==> src/rtl/fp_mul_arbiter_if.sv <==
// ============================================================================
//  Module      : fp_mul_arbiter_if
//  Description : Requester, multiplier-core and response bundle shared by
//                fp_mul_arbiter and its environment.
//  Revision    : 1.0 - initial release
// ============================================================================
`default_nettype none

interface fp_mul_arbiter_if #(
    parameter int NUM_REQ = 4
);
    localparam int ID_W = $clog2(NUM_REQ);

    logic [NUM_REQ-1:0]    req_valid;
    logic [32*NUM_REQ-1:0] req_a;
    logic [32*NUM_REQ-1:0] req_b;
    logic [NUM_REQ-1:0]    req_ready;
    logic [31:0]           mul_a;
    logic [31:0]           mul_b;
    logic [31:0]           mul_result;
    logic                  mul_overflow;
    logic                  rsp_valid;
    logic                  rsp_ready;
    logic [31:0]           rsp_result;
    logic                  rsp_overflow;
    logic [ID_W-1:0]       rsp_id;
    logic                  busy;
    logic [15:0]           ovf_count;

    // Environment side: requesters, multiplier core and response consumer.
    modport master (
        output req_valid, req_a, req_b, mul_result, mul_overflow, rsp_ready,
        input  req_ready, mul_a, mul_b, rsp_valid, rsp_result, rsp_overflow,
               rsp_id, busy, ovf_count
    );

    modport slave (
        input  req_valid, req_a, req_b, mul_result, mul_overflow, rsp_ready,
        output req_ready, mul_a, mul_b, rsp_valid, rsp_result, rsp_overflow,
               rsp_id, busy, ovf_count
    );
endinterface

`default_nettype wire

==> src/rtl/fp_mul_arbiter.sv <==
// ============================================================================
//  Module      : fp_mul_arbiter
//  Description : Round-robin arbiter sharing one external single-precision
//                multiplier core between NUM_REQ requesters, one op in flight.
//  Revision    : 1.0 - initial release
// ============================================================================
`default_nettype none

module fp_mul_arbiter #(
    parameter int NUM_REQ = 4,
    parameter int MUL_LAT = 1
) (
    input  wire logic          clk,
    input  wire logic          rst_n,
    fp_mul_arbiter_if.slave    bus
);
    localparam int ID_W  = $clog2(NUM_REQ);
    localparam int CNT_W = $clog2(MUL_LAT + 1);

    localparam logic [1:0] S_IDLE = 2'd0;
    localparam logic [1:0] S_EXEC = 2'd1;
    localparam logic [1:0] S_RESP = 2'd2;

    localparam logic [ID_W-1:0]  C_LAST_RST = ID_W'(NUM_REQ - 1);
    localparam logic [CNT_W-1:0] C_CNT_LOAD = CNT_W'(MUL_LAT);
    localparam logic [CNT_W-1:0] C_CNT_ONE  = CNT_W'(1);

    logic [1:0]       state_q, state_d;
    logic [ID_W-1:0]  last_grant_q, last_grant_d;
    logic [ID_W-1:0]  id_q, id_d;
    logic [31:0]      op_a_q, op_a_d;
    logic [31:0]      op_b_q, op_b_d;
    logic [CNT_W-1:0] cnt_q, cnt_d;
    logic [31:0]      res_q, res_d;
    logic             res_ovf_q, res_ovf_d;
    logic [15:0]      ovf_count_q, ovf_count_d;

    logic             w_any_valid;
    logic             w_accept;
    logic             w_handshake;
    logic [ID_W-1:0]  w_grant;

    assign w_any_valid = |bus.req_valid;
    assign w_accept    = (state_q == S_IDLE) && w_any_valid;
    assign w_handshake = (state_q == S_RESP) && bus.rsp_ready;

    // Search begins one past the previous winner so every requester gets a turn.
    always_comb begin
        logic            found;
        logic [ID_W-1:0] idx;
        int              sum;
        found   = 1'b0;
        idx     = '0;
        sum     = 0;
        w_grant = last_grant_q;
        for (int k = 1; k <= NUM_REQ; k++) begin
            sum = int'(last_grant_q) + k;
            if (sum >= NUM_REQ) begin
                sum = sum - NUM_REQ;
            end
            idx = ID_W'(sum);
            if (!found && bus.req_valid[idx]) begin
                found   = 1'b1;
                w_grant = idx;
            end
        end
    end

    // ---------------------------------------------------------------- FSM
    always_ff @(posedge clk or negedge rst_n) begin
        if (!rst_n) begin
            state_q <= S_IDLE;
        end else begin
            state_q <= state_d;
        end
    end

    always_comb begin
        state_d = state_q;
        case (state_q)
            S_IDLE: if (w_any_valid)        state_d = S_EXEC;
            S_EXEC: if (cnt_q == C_CNT_ONE) state_d = S_RESP;
            S_RESP: if (bus.rsp_ready)      state_d = S_IDLE;
            default:                        state_d = S_IDLE;
        endcase
    end

    always_comb begin
        bus.req_ready = '0;
        for (int i = 0; i < NUM_REQ; i++) begin
            bus.req_ready[i] = w_accept && (w_grant == ID_W'(i));
        end
        bus.rsp_valid = (state_q == S_RESP);
        bus.busy      = (state_q != S_IDLE);
    end

    // ----------------------------------------------------------- datapath
    always_comb begin
        last_grant_d = last_grant_q;
        id_d         = id_q;
        op_a_d       = op_a_q;
        op_b_d       = op_b_q;
        cnt_d        = cnt_q;
        res_d        = res_q;
        res_ovf_d    = res_ovf_q;
        ovf_count_d  = ovf_count_q;

        if (w_accept) begin
            last_grant_d = w_grant;
            id_d         = w_grant;
            cnt_d        = C_CNT_LOAD;
            for (int i = 0; i < NUM_REQ; i++) begin
                if (w_grant == ID_W'(i)) begin
                    op_a_d = bus.req_a[i*32 +: 32];
                    op_b_d = bus.req_b[i*32 +: 32];
                end
            end
        end

        if (state_q == S_EXEC) begin
            cnt_d = cnt_q - C_CNT_ONE;
            if (cnt_q == C_CNT_ONE) begin
                res_d     = bus.mul_result;
                res_ovf_d = bus.mul_overflow;
            end
        end

        // Saturates rather than wrapping so a long run never hides overflows.
        if (w_handshake && res_ovf_q && (ovf_count_q != 16'hFFFF)) begin
            ovf_count_d = ovf_count_q + 16'd1;
        end
    end

    always_ff @(posedge clk or negedge rst_n) begin
        if (!rst_n) begin
            last_grant_q <= C_LAST_RST;
            id_q         <= '0;
            op_a_q       <= '0;
            op_b_q       <= '0;
            cnt_q        <= '0;
            res_q        <= '0;
            res_ovf_q    <= 1'b0;
            ovf_count_q  <= '0;
        end else begin
            last_grant_q <= last_grant_d;
            id_q         <= id_d;
            op_a_q       <= op_a_d;
            op_b_q       <= op_b_d;
            cnt_q        <= cnt_d;
            res_q        <= res_d;
            res_ovf_q    <= res_ovf_d;
            ovf_count_q  <= ovf_count_d;
        end
    end

    assign bus.mul_a        = op_a_q;
    assign bus.mul_b        = op_b_q;
    assign bus.rsp_result   = res_q;
    assign bus.rsp_overflow = res_ovf_q;
    assign bus.rsp_id       = id_q;
    assign bus.ovf_count    = ovf_count_q;

endmodule

`default_nettype wire
==> src/flat_wrapper.sv <==
// flat-port wrapper written by rule: the top's interface ports become plain ports
module fp_mul_arbiter_flat 
#(
    parameter int NUM_REQ = 4,
    parameter int MUL_LAT = 1
)
  (clk, rst_n, bus_req_valid, bus_req_a, bus_req_b, bus_mul_result, bus_mul_overflow, bus_rsp_ready, bus_req_ready, bus_mul_a, bus_mul_b, bus_rsp_valid, bus_rsp_result, bus_rsp_overflow, bus_rsp_id, bus_busy, bus_ovf_count);
  fp_mul_arbiter_if #(.NUM_REQ(NUM_REQ)) bus_i ();
  input  wire logic clk;
  input  wire logic rst_n;
  input wire logic [$bits(bus_i.req_valid)-1:0] bus_req_valid;
  input wire logic [$bits(bus_i.req_a)-1:0] bus_req_a;
  input wire logic [$bits(bus_i.req_b)-1:0] bus_req_b;
  input wire logic [$bits(bus_i.mul_result)-1:0] bus_mul_result;
  input wire logic [$bits(bus_i.mul_overflow)-1:0] bus_mul_overflow;
  input wire logic [$bits(bus_i.rsp_ready)-1:0] bus_rsp_ready;
  output wire logic [$bits(bus_i.req_ready)-1:0] bus_req_ready;
  output wire logic [$bits(bus_i.mul_a)-1:0] bus_mul_a;
  output wire logic [$bits(bus_i.mul_b)-1:0] bus_mul_b;
  output wire logic [$bits(bus_i.rsp_valid)-1:0] bus_rsp_valid;
  output wire logic [$bits(bus_i.rsp_result)-1:0] bus_rsp_result;
  output wire logic [$bits(bus_i.rsp_overflow)-1:0] bus_rsp_overflow;
  output wire logic [$bits(bus_i.rsp_id)-1:0] bus_rsp_id;
  output wire logic [$bits(bus_i.busy)-1:0] bus_busy;
  output wire logic [$bits(bus_i.ovf_count)-1:0] bus_ovf_count;
  assign bus_i.req_valid = bus_req_valid;
  assign bus_i.req_a = bus_req_a;
  assign bus_i.req_b = bus_req_b;
  assign bus_i.mul_result = bus_mul_result;
  assign bus_i.mul_overflow = bus_mul_overflow;
  assign bus_i.rsp_ready = bus_rsp_ready;
  assign bus_req_ready = bus_i.req_ready;
  assign bus_mul_a = bus_i.mul_a;
  assign bus_mul_b = bus_i.mul_b;
  assign bus_rsp_valid = bus_i.rsp_valid;
  assign bus_rsp_result = bus_i.rsp_result;
  assign bus_rsp_overflow = bus_i.rsp_overflow;
  assign bus_rsp_id = bus_i.rsp_id;
  assign bus_busy = bus_i.busy;
  assign bus_ovf_count = bus_i.ovf_count;
  fp_mul_arbiter #(.NUM_REQ(NUM_REQ), .MUL_LAT(MUL_LAT)) u_core (.clk(clk), .rst_n(rst_n), .bus(bus_i));
endmodule
==> config.mk <==
export PLATFORM = sky130hd
export DESIGN_NAME = fp_mul_arbiter_flat
export DESIGN_NICKNAME = d
export VERILOG_FILES = /design/src/rtl/fp_mul_arbiter_if.sv /design/src/rtl/fp_mul_arbiter.sv /design/src/flat_wrapper.sv
export SDC_FILE = /design/constraint.sdc
export NUM_CORES = 1
export LEC_CHECK = 0
export BUFFER_PORTS_ARGS = -buffer_cell sky130_fd_sc_hd__buf_2
export CAP_MARGIN = 15
export CORE_AREA = 4 4 162 164
export DETAILED_ROUTE_END_ITERATION = 7
export DIE_AREA = 0 0 166 168
export GPL_TIMING_DRIVEN = 1
export PLACE_DENSITY = 0.53
export RECOVER_POWER = 100
export SETUP_SLACK_MARGIN = 0.2
export SLEW_MARGIN = 20
export SYNTH_ARGS = -nofsm -noshare
export SYNTH_HDL_FRONTEND = slang
export SYNTH_SLANG_ARGS = --single-unit
==> constraint.sdc <==
create_clock -name clk -period 3 [get_ports clk]
set_clock_uncertainty 0.1 [all_clocks]
set_input_delay 0.6 -clock clk [delete_from_list [all_inputs] [get_ports clk]]
set_output_delay 0.6 -clock clk [all_outputs]
set_load 0.05 [all_outputs]
After elaboration in Yosys (flattened, before gate mapping)
Index checks and enable logic that the tools add are counted.

cells by class
  add/sub/neg operators = 10
  magnitude comparators = 8
  equal/unequal tests = 9
  multiplexer cells = 33
  reductions and logical operators = 23

operators by type and width
  kind                                                               count
  two-way mux 32 bit                                                 8
  two-way mux 2 bit                                                  11
  adder 16 x 1 -> 16 bit, second input constant                      1
  inequality test 16 bit, second input constant                      1
  < comparator 2 x 3 -> 1 bit, second input constant                 4
  logical AND 1 bit                                                  11
  greater-or-equal comparator 3 bit, second input constant           3
  two-way mux 1 bit                                                  9
  binary-select mux 1 bit (select 2 bit)                             4
  subtractor 2 x 1 -> 2 bit, second input constant                   4
  adder 2 x 2 -> 3 bit, second input constant                        2
  == test 2 bit, second input constant                               3
  one-hot mux 2 bit (3 select lines)                                 1
  adder 2 x 3 -> 4 bit, second input constant                        1
  == test 2 x 1 -> 1 bit, second input constant                      2
  greater-or-equal comparator 4 x 3 -> 1 bit, second input constant  1
  zero test 2 bit                                                    2
  inequality test 2 x 1 -> 1 bit, second input constant              2
  AND reduction 2 bit                                                2
  nonzero test 2 bit                                                 2
  nonzero test 4 bit                                                 1
  OR reduction 4 bit                                                 1
  adder 2 x 1 -> 3 bit, second input constant                        1
  zero test 1 bit                                                    3
  other kinds (3)                                                    3

word-level totals
  bits in registers = 120
  input port bits = 296
  output and inout bits = 121

Depth between registers and ports, before layout
Gate-level depths: netlist (run 1).

  depth in word-level cells = 20
  gate-level depth with buffers = 7
  mapped depth without buffers = 5

Worst setup path before layout (run 1)
No wires, ideal clock.

  path type = in2out
  start point = input bus_req_valid[0]
  end point = output bus_req_ready[2]
  arrival time = 2.269 ns
  required time = 2.300 ns
  path slack = 0.031 ns
  stages = 6
  path buffers = 1
  path through = o21ai_1 > o21ai_1 > a221oi_4 > buf_2 > nand2_1 > nor2_1

on the way
  longest elaborated chain between the ends = 14

ends and longest elaborated chain
  element                                  line                  source
  start, declared                          flat_wrapper.sv:11    input wire logic [$bits(bus_i.req_valid)-1:0] bus_req_valid;
  binary-select mux 1 bit (select 2 bit)   fp_mul_arbiter.sv:62  if (!found && bus.req_valid[idx]) begin
  two-way mux 1 bit (not written as such)  fp_mul_arbiter.sv:62
  two-way mux 1 bit                        fp_mul_arbiter.sv:62
  zero test 1 bit                          fp_mul_arbiter.sv:62
  logical AND 1 bit                        fp_mul_arbiter.sv:62
  two-way mux 1 bit                        fp_mul_arbiter.sv:62
  zero test 1 bit                          fp_mul_arbiter.sv:62
  logical AND 1 bit                        fp_mul_arbiter.sv:62
  two-way mux 1 bit                        fp_mul_arbiter.sv:62
  zero test 1 bit                          fp_mul_arbiter.sv:62
  logical AND 1 bit                        fp_mul_arbiter.sv:62
  two-way mux 2 bit                        fp_mul_arbiter.sv:62
  == test 2 bit                            fp_mul_arbiter.sv:91  bus.req_ready[i] = w_accept && (w_grant == ID_W'(i));
  logical AND 1 bit *                      fp_mul_arbiter.sv:91
  end, declared                            flat_wrapper.sv:17    output wire logic [$bits(bus_i.req_ready)-1:0] bus_req_ready;

Mark *: on every way between the ends. The rest lies on a longest branch, timed or not. The select of a mux whose other input is x is not followed.

Final worst setup path (run 1)
  start point = register u_core.last_grant_q[0]
  end point = output bus_req_ready[3]

on the way
  longest elaborated chain between the ends = 17

ends and longest elaborated chain
  element                                                                         line                                        source
  start, declared                                                                 fp_mul_arbiter.sv:29                        logic [ID_W-1:0] last_grant_q, last_grant_d;
  start signal, assigned                                                          fp_mul_arbiter.sv:145                       last_grant_q <= last_grant_d;
  adder 2 x 1 -> 3 bit                                                            fp_mul_arbiter.sv:57                        sum = int'(last_grant_q) + k;
  greater-or-equal comparator 3 bit or subtractor 2 x 1 -> 2 bit (tied branches)  fp_mul_arbiter.sv:58, fp_mul_arbiter.sv:59
  two-way mux 2 bit                                                               fp_mul_arbiter.sv:58                        if (sum >= NUM_REQ) begin
  binary-select mux 1 bit (select 2 bit)                                          fp_mul_arbiter.sv:62
  two-way mux 1 bit (not written as such)                                         fp_mul_arbiter.sv:62
  two-way mux 1 bit                                                               fp_mul_arbiter.sv:62
  zero test 1 bit                                                                 fp_mul_arbiter.sv:62
  logical AND 1 bit                                                               fp_mul_arbiter.sv:62
  two-way mux 1 bit                                                               fp_mul_arbiter.sv:62
  zero test 1 bit                                                                 fp_mul_arbiter.sv:62
  logical AND 1 bit                                                               fp_mul_arbiter.sv:62
  two-way mux 1 bit                                                               fp_mul_arbiter.sv:62
  zero test 1 bit                                                                 fp_mul_arbiter.sv:62
  logical AND 1 bit                                                               fp_mul_arbiter.sv:62
  two-way mux 2 bit *                                                             fp_mul_arbiter.sv:62
  == test 2 bit *                                                                 fp_mul_arbiter.sv:91
  logical AND 1 bit *                                                             fp_mul_arbiter.sv:91

Marks and branches as above.

==> results of run 1 <==
==> registers in the layout, summed over array words and instances (netlist names) <==
name and cells:
u_core.bus.mul_b 32, u_core.bus.rsp_result 32, u_core.bus.mul_a 32, u_core.cnt_q 1
u_core.last_grant_q 2, u_core.bus.rsp_overflow 1, u_core.state_q 2, u_core.bus.ovf_count 16
u_core.bus.rsp_id 2
==> path summary, 6_finish.rpt <==
path                                                    start                             endpoint  cells after the start
hold reg to reg              u_core.bus.mul_b[20]$_DFFE_PN0P_     u_core.bus.mul_b[20]$_DFFE_PN0P_                      2
min in group asynchronous                               rst_n  u_core.bus.ovf_count[1]$_DFFE_PN0P_                      2
setup / recovery           u_core.last_grant_q[0]$_DFFE_PN1P_                     bus_req_ready[3]                      6
hold / removal                                  bus_rsp_ready        u_core.state_q[1]$_DFFE_PN0P_                      2
setup reg to reg           u_core.last_grant_q[0]$_DFFE_PN1P_      u_core.bus.mul_b[2]$_DFFE_PN0P_                      7
max in group asynchronous                               rst_n     u_core.bus.mul_a[18]$_DFFE_PN0P_                      3
==> logic make-up (layout without fill, tap and decap cells) <==
family,Yosys count,count (layout)
compound gates,78,78
xor+xnor,13,13
fa+ha+maj,1,1
buf+inv,43,473
flops,120,120
mux,164,164
simple gates,123,123
==> through the flow <==
stage                     instances  utilization, %  cell area (µm²)  hold slack, ps  setup WS, ps
after floorplan                 542               -             6900             204          31.0
after global placement         1258            36.7             9130             365           322
after detailed placement       1258            36.7             9130             366           326
after CTS                      1292            39.2             9750             267           221
after global routing           1302            37.5             9330             266           115
final                          1302            37.5             9330             294           236
==> worst register-to-register path, delay by kind of cell, from the launching register on <==
family	cells	cell delay (ps)
simple gates	1	170
flops	1	580
mux	1	440
compound gates	3	520
buf+inv	2	770
==> layout make-up <==
class                   instances  area share, %
clock buffers                  18           4.60
clock inverters                14           1.74
inverters                       3          0.121
multi-input cells             379           33.9
flip-flops and latches        120           32.2
well taps                     330           4.42
repair buffers                438           23.1
==> per-layer routing <==
layer | wire [µm] | global-route usage (%) | vias to the layer above | share of wire [%]
met5 | 0 | 0 | - | 0
met4 | 186 | 2.73 | 0 | 0.82
met2 | 11500 | 27.9 | 247 | 51
met1 | 8970 | 18.4 | 2830 | 39
li1 | - | - | 2863 | -
met3 | 2100 | 6.62 | 12 | 9.2
==> cell usage after synthesis, drive strengths merged <==
library cell and n:
o21ai 5, nand2 80, a221oi 1, o21a 2, bufbuf 3, mux2 36, nor2b 2, inv 3
nand2b 6, or3 1, o221ai 64, dfrtp 118, and4 3, nor3 2, clkbuf 8, xor2 3
mux2i 128, a21oi 3, nand4 5, nor4 1, a211oi 1, buf 29, nor2 10, and3 5
ha 1, xnor2 10, nand4b 1, dfstp 2, a31oi 1, nand3 5, o211ai 1, or2 2
==> cells in the final DEF, fill, tap and decap left out, types with 4 or more instances in the layout <==
cell | Yosys | routed
and3_1 | 5 | 5
o221ai_1 | 0 | 48
nand3_1 | 5 | 5
dfrtp_1 | 118 | 118
buf_2 | 9 | 293
nand4_1 | 5 | 5
xnor2_1 | 10 | 10
nand2b_1 | 6 | 6
clkbuf_1 | 8 | 121
clkbuf_16 | 0 | 17
inv_6 | 0 | 6
buf_4 | 3 | 12
mux2i_1 | 128 | 128
nor2_1 | 10 | 8
clkinvlp_4 | 0 | 4
mux2_2 | 34 | 33
buf_6 | 7 | 4
o221ai_2 | 64 | 16
nand2_1 | 80 | 78
==> where the power goes <==
group,leakage [nW],switching (mW),internal (mW)
combinational,2.87,4.90,2.14
clock,0.277,0.861,1.25
sequential,1.47,0.425,2.38
total,4.62,6.18,5.77
==> repair_timing <==
| item | in CTS | in global routing |
|---|---|---|
| gates resized for setup | 5 | 6 |
| hold buffers | 1 | 0 |
| setup buffers | 1 | 10 |
| endpoints found under the hold margin | 20 | 0 |
| pin swaps | 1 | 2 |
| endpoints found under the setup margin | 4 | 4 |
==> results.yml, run 1 <==
power:
  p_per_area_mw_per_mm2: 1280
  p_leak_nw: 4.62
  total_power_mw: 12.0
  ir_worst_vdd_v: 0.000826
global_route:
  overflow: 0
  grt_util_all_layers_pct: 15.9
  grt_pass1_vias: 6286
  grt_pass1_wl_um: 35800
  antenna_found_initial: 0
  grt_max_degree: 69
clock_tree:
  cts_root_buf: "clkbuf_16"
  cts_sinks: 120
  cts_buffers: 17
  cts.reportedPaths.clkPinSlew_ps: 60
  cts_tree: "yes"
  clk_latency_ps: 410
  cts-htree-levels: 4
  cts_max_path_buffers: 2
synthesis:
  synth_xor_xnor_area_share_pct: 1.65
  synth.net_count: 839
  yosysTopAreaCell: "dfrtp_1"
  yosysWarnings: 0
  synth_top_family_by_area: "multiplexers"
  syn_area_mm2: 0.00690
  synth_simple_gate_area_share_pct: 7.98
  synth_compound_area_share_pct: 15.7
  synthMuxAreaShare_pct: 24.5
  synth_cell_types: 39
  synth_top_cell_area_share_pct: 42.8
  syn_area_per_cell_um2: 12.7
  synth-adder-area-share_pct: 0.181
  seq_area_frac_synth_pct: 43.6
  yosys-top-cells-area: "dfrtp_1 (43%), mux2i_1 (19%), o221ai_2 (14%), mux2_2 (5.6%), nand2_1 (4.4%)"
  postSynthCellCount: 542
  ys_seq_elements: 120
floorplan:
  dieHeight_um: 168
  initial_core_util_pct: 27.7
  core_area_mm2: 0.0249
  die_x_um: 166
  rows: 58
  pin_count: 417
  die_area_mm2: 0.0279
critical_path:
  worstPathArrival_ps: 2060
  rrSetupSlack_ps: 260
  timing.critical_path.max_delay_family: "flip-flops"
  cp_max_fo: 5
  cp_cell_sequence: "nand2b_1 -> o21ai_2 -> a221oi_4 -> nand2_1 -> nor2_1 -> buf_6"
  cp_data_required_time_ps: 2300
  end_kind: "primary output"
  critical_path_class: "flop to primary output"
  slowest_delay_ps: 580
  worst-path-buf-inv: 1
  crit_path_start_kind: "flop"
  slowest_stage: "dfstp_2"
sta:
  period_minus_slack_ps: 2760
  tns_ps: 0
  maxSlewViolCount: 33
  hold_viol: 0
  fmax_ghz: 0.362
  max_slew_margin_pct: -10.9
  setup_viol: 0
  rsz0062_at_grt: "true"
  finalCritPeriodShare_pct: 92.1
  worst_pin_slew_ps: 1660
finish:
  seq_area_mm2: 0.00301
  multi_input_area_mm2: 0.00316
  antenna_cells: 0
  drive_gt1_share_pct: 42.1
  area_delta_synth_final_pct: 35.4
  fin_nets: 1256
  fillers: 2589
routing:
  vias: 5952
  drt_first_iter_violations: 253
  avgRoutedWirePerCell_um: 17.5
  drt_first_pass_iters: 4
  viasPerCell: 4.57
  wl_um: 22800
  antenna_left: 0
  remaining_drc_errors: 0
place:
  hpwl_um: 17200
  portBuffers: 416
  gp_congestion: 0.895
status:
  violations: "max-capacitance violations, max-slew violations"
  status: "finished, violations left"
min_path:
  hp-class: "input pin to flop"
job:
  cap_violations: 1
No activity file was read; power rests on OpenSTA's default activity.
==> run 2, diff against run 1 <==
ABC_AREA = 1   (was default)
ABC_CLOCK_PERIOD_IN_PS = 3000   (was default)
CORE_AREA = 4 4 159 161   (was 4 4 162 164)
DIE_AREA = 0 0 163 165   (was 0 0 166 168)
PLACE_DENSITY = 0.71   (was 0.53)
==> run 2 against run 1 <==
Net effect:
- the run still ends with max-capacitance violations, max-slew violations left
- design area is 19% higher
- synthesized cell count is 110% higher
- critical path depth is 5 higher
- hold slack worse by 14 ps
- setup slack worse by 210 ps
- clock-buffer cell count is 1 lower
- global-route usage is 6.0 points higher
- synthesized area is 14% higher
- fmax is 7.2% lower
- final cell count is 44% higher
- sequential cell count stayed put
==> results.yml, run 2 <==
status:
  status: "finished, violations left"
  violations: "max-capacitance violations, max-slew violations"
place:
  placed_cells: 1826
  gp_congestion: 0.944
  hpwl_um: 22400
  portBuffers: 416
synthesis:
  synthTopCellsByCount: "nand2_1 (372), inv_1 (204), dfrtp_1 (118), o21ai_1 (74), nand3_1 (72)"
  synth_cell_types: 33
  ys_seq_elements: 120
  yosys-top-cells-area: "dfrtp_1 (38%), nand2_1 (18%), inv_1 (9.8%), nand4_1 (5.2%), mux2_2 (4.7%)"
  synth_top_cell_area_share_pct: 37.7
  yosysWarnings: 0
  synth_flop_cell: "dfrtp_1"
  yosysMostFrequentCell: "nand2_1"
  synth_edf_count: 0
  synth_compound_area_share_pct: 8.79
  synth_top_family_by_area: "simple AND/OR/NAND/NOR gates"
  synthArstFlopShare_pct: 100
  synth_xor_xnor_area_share_pct: 1.68
  postSynthCellCount: 1140
  yosysTopAreaCell: "dfrtp_1"
  synth-adder-area-share_pct: 0.160
  syn_area_per_cell_um2: 6.87
  syn_area_mm2: 0.00783
  seq_area_frac_synth_pct: 38.4
  synthMuxAreaShare_pct: 4.75
  synth_simple_gate_area_share_pct: 31.3
  synth.net_count: 1437
floorplan:
  pin_count: 417
  die_x_um: 163
  rows: 57
  initial_core_util_pct: 32.7
  die_area_mm2: 0.0269
  dieHeight_um: 165
  core_area_mm2: 0.0240
job:
  cap_violations: 2
sta:
  setup_viol: 0
  tns_ps: 0
  fmax_ghz: 0.336
  max_slew_margin_pct: -30.0
  worst_pin_slew_ps: 1950
  maxSlewViolCount: 70
  rsz0062_at_grt: "true"
  finalCritPeriodShare_pct: 99.2
  period_minus_slack_ps: 2980
  hold_viol: 0
global_route:
  grt_max_degree: 88
  grt_pass1_vias: 8565
  antenna_found_initial: 2
  overflow: 0
  grt_util_all_layers_pct: 21.8
  grt_pass1_wl_um: 46200
clock_tree:
  cts_max_path_buffers: 2
  cts_root_buf: "clkbuf_16"
  cts-htree-levels: 4
  postCtsHoldBufs: 0
  clk_latency_ps: 420
  cts_tree: "yes"
  cts.reportedPaths.clkPinSlew_ps: 70
  cts_buffers: 17
  cts_sinks: 120
finish:
  fin_cells: 1880
  fin_nets: 1838
  fillers: 2482
  drive_gt1_share_pct: 30.7
  final_cell_mix: "nand2_1 (352), buf_2 (314), inv_1 (202)"
  final_common_cell: "nand2_1"
  area_delta_synth_final_pct: 41.4
critical_path:
  cp_data_required_time_ps: 2300
  critical_path_class: "flop to primary output"
  crit_path_start_kind: "flop"
  cp_max_fo: 7
  worstPathArrival_ps: 2280
  end_kind: "primary output"
routing:
  remaining_drc_errors: 0
  drt_first_iter_violations: 853
  wl_um: 31400
  drt_first_pass_iters: 7
  vias: 9063
  antenna_left: 0
  avgRoutedWirePerCell_um: 16.7
  viasPerCell: 4.82
min_path:
  hp-class: "input pin to flop"
run 2: timing repair:
item,in CTS,in global routing
cloned,1,0
setup endpoints to repair,9,68
buffers inserted,11,8
pin swaps,17,17
resized for setup,32,36
run 2: area by class of cell:
type / count / area, µm² / share of cell area [%]
diodes: 2 / 5.00 / 0.0452
multi-input cells: 741 / 3910 / 35.3
flip-flops and latches: 120 / 3010 / 27.2
clock buffers: 17 / 425 / 3.84
inverters: 207 / 785 / 7.09
well taps: 324 / 405 / 3.66
clock inverters: 15 / 179 / 1.62
repair buffers: 454 / 2350 / 21.3
run 2: path summary, 6_finish.rpt:
kind	to	depth (start not counted)	slack [ps]	from
max reg2reg	u_core.bus.mul_a[14]$_DFFE_PN0P_	17	150	u_core.last_grant_q[0]$_DFFE_PN1P_
min reg2reg	u_core.bus.mul_b[22]$_DFFE_PN0P_	2	380	u_core.bus.mul_b[22]$_DFFE_PN0P_
min in group asynchronous	u_core.bus.mul_a[4]$_DFFE_PN0P_	1	610	rst_n
min	u_core.state_q[1]$_DFFE_PN0P_	2	280	bus_rsp_ready
max	bus_req_ready[1]	11	20	u_core.last_grant_q[0]$_DFFE_PN1P_
max in group asynchronous	u_core.bus.mul_a[29]$_DFFE_PN0P_	2	510	rst_n
run 2: through the flow:
stage	utilization [%]	cell area, µm²	setup WS (ps)	hold slack, ps
6_report	46.2	11100	22.6	281
5_1_grt	46.2	11100	-83.2	278
4_1_cts	45.9	11000	69.6	37.1
3_5_place_dp	42.5	10200	148	359
3_3_place_gp	42.5	10200	209	358
2_1_floorplan	-	7860	151	204
run 2: logic make-up after synthesis:
kind of cell | count (synthesis)
and+or+nand+nor | 554
buffers and inverters | 280
AOI/OAI and AO/OA | 137
DFF | 120
muxes | 33
xor gates and xnor gates | 15
adders and majority gates | 1
run 2: layer usage:
metal,GRT usage [%],up-vias,routed length [µm]
met5,0,-,0
met4,9.99,0,1130
met3,4.62,82,2390
met2,35.0,429,15100
met1,28.3,4157,12800
li1,-,4395,-
run 2: worst max-delay path, stage by stage, from the launching register on:
cell and delay (ps):
dfstp_2 610, clkinv_4 140, nand2_2 120, nand3_2 100, nand2_4 120, inv_2 50
nor2_4 130, nand3_4 120, nand2_8 120, nand2_4 70, nor2_4 120, buf_8 160
Power of run 2 is not shown: default switching activity piles up to over one toggle a cycle in this logic, so the estimate is an artifact.
==> run 3, diff against run 2 <==
ABC_AREA = default   (was 1)
CORE_AREA = 4 4 162 164   (was 4 4 159 161)
DIE_AREA = 0 0 166 168   (was 0 0 163 165)
PLACE_DENSITY = 0.65   (was 0.71)
==> run 3 against run 2 <==
Net effect:
- the run still ends with max-capacitance violations, max-slew violations left
- hold slack gained 34 ps
- core utilization shrank 8.6 points
- routed wire length shrank 27%
- largest cell class unchanged
- highest routed layer unchanged
==> results.yml, run 3 (synthesis gave the netlist of run 1 again) <==
status:
  status: "finished, violations left"
  violations: "max-capacitance violations, max-slew violations"
floorplan:
  initial_core_util_pct: 27.7
  die_area_mm2: 0.0279
  rows: 58
  dieHeight_um: 168
  pin_count: 417
  die_x_um: 166
  core_area_mm2: 0.0249
routing:
  antenna_left: 0
  avgRoutedWirePerCell_um: 17.8
  viasPerCell: 4.68
  drt_first_pass_iters: 4
  vias: 6074
  wl_um: 23100
  drt_first_iter_violations: 316
  remaining_drc_errors: 0
power:
  power.net_switching_mw: 6.25
  total_power_mw: 12.0
  clkPwrFrac_pct: 17.5
  p_per_area_mw_per_mm2: 1290
  combPwrFrac_pct: 59.1
  switching_share_pct: 51.9
  p_leak_nw: 4.62
  seq_power_share_pct: 23.5
  p_int_mw: 5.79
  ir_worst_vdd_v: 0.000750
place:
  gp_congestion: 0.889
  dpl_worst_slack_ps: 287
  portBuffers: 416
  placed_area_mm2: 0.00914
  placed_cells: 1260
  hpwl_um: 17400
finish:
  fin_nets: 1252
  final_common_cell: "buf_2"
  design_area_mm2: 0.00936
  area_delta_synth_final_pct: 35.7
  fin_cells: 1299
  final_cell_mix: "buf_2 (293), mux2i_1 (128), clkbuf_1 (120)"
  drive_gt1_share_pct: 42.4
critical_path:
  worstPathArrival_ps: 2080
  crit_path_start_kind: "flop"
  cp_data_required_time_ps: 2300
  critical_path_class: "flop to primary output"
  cp_max_fo: 5
  end_kind: "primary output"
clock_tree:
  postCtsHoldBufs: 0
  cts_root_buf: "clkbuf_16"
  cts_buffers: 17
  cts_tree: "yes"
  clk_latency_ps: 410
  cts_sinks: 120
  cts_max_path_buffers: 2
  cts-htree-levels: 4
  cts.reportedPaths.clkPinSlew_ps: 60
global_route:
  grtUsageMet2_pct: 27.2
  antenna_found_initial: 2
  grt_util_all_layers_pct: 15.8
  grtUsageMet1_pct: 18.3
  grt_pass1_vias: 6489
  grt_max_degree: 67
  overflow: 0
  grtUsageMet3_pct: 6.36
  grt_pass1_wl_um: 35300
  grt-busiest-layer: "met2"
sta:
  worst_slack_ps: 222
  finalCritPeriodShare_pct: 92.6
  hold_viol: 0
  maxSlewViolCount: 33
  setup_viol: 0
  tns_ps: 0
  worst_pin_slew_ps: 1960
  max_slew_margin_pct: -30.8
  period_minus_slack_ps: 2780
  fmax_ghz: 0.360
  rsz0062_at_grt: "false"
min_path:
  hp-class: "input pin to flop"
job:
  cap_violations: 1
[run 3: through the flow]
| step | utilization [%] | hold slack [ps] |
|---|---|---|
| 6_report | 37.6 | 315 |
| 5_1_grt | 37.6 | 292 |
| 4_1_cts | 39.1 | 26.6 |
| 3_5_place_dp | 36.7 | 367 |
| 3_3_place_gp | 36.7 | 363 |
| 2_1_floorplan | - | 204 |
[run 3: worst max-delay path, cell delays in order (launching register included)]
cell      delay, ps
dfstp_1         590
nand2b_1        170
o21ai_2          80
a221oi_4        350
nand2_2         110
nor2_1          120
clkbuf_4        240
[run 3: cell type report]
| class | instances | area (µm²) |
|---|---|---|
| diodes | 2 | 5.00 |
| clock buffers | 17 | 425 |
| clock inverters | 14 | 165 |
| fillers | 2542 | 15500 |
| inverters | 3 | 11.3 |
| multi-input cells | 379 | 3190 |
| flip-flops and latches | 120 | 3010 |
| well taps | 330 | 413 |
| repair buffers | 434 | 2150 |
[run 3: path summary, 6_finish.rpt]
check	endpoint	slack (ps)	startpoint	depth (start not counted)
worst min register to register	u_core.bus.mul_b[31]$_DFFE_PN0P_	390	u_core.bus.mul_b[31]$_DFFE_PN0P_	2
worst min-delay path	u_core.state_q[1]$_DFFE_PN0P_	320	bus_rsp_ready	2
worst max-delay path	bus_req_ready[2]	220	u_core.last_grant_q[0]$_DFFE_PN1P_	6
min in group asynchronous	u_core.bus.mul_a[23]$_DFFE_PN0P_	630	rst_n	1
worst max register to register	u_core.bus.mul_b[13]$_DFFE_PN0P_	290	u_core.last_grant_q[0]$_DFFE_PN1P_	8
max in group asynchronous	u_core.bus.mul_b[14]$_DFFE_PN0P_	630	rst_n	2
[run 3: timing repair]
action                     4_1_cts  5_1_grt
gates resized for setup          2       10
setup endpoints to repair        4        4
pin swaps                        0        1
setup buffers                    0        5
cloned                           0        1
[run 3: power groups by stage]
stage	combinational (mW)	clock [mW]	sequential, mW
2_1_floorplan	3.93	0	5.17
3_3_place_gp	7.63	0	2.80
3_5_place_dp	7.71	0	2.81
4_1_cts	7.71	2.18	2.80
5_1_grt	7.57	2.25	2.92
6_report	7.11	2.11	2.82
[run 3: metal layers]
metal	vias to the layer above	part of all wire, %
met4	0	1.7
li1	2860	-
met5	-	0
met1	2923	41
met2	270	49
met3	21	8.6
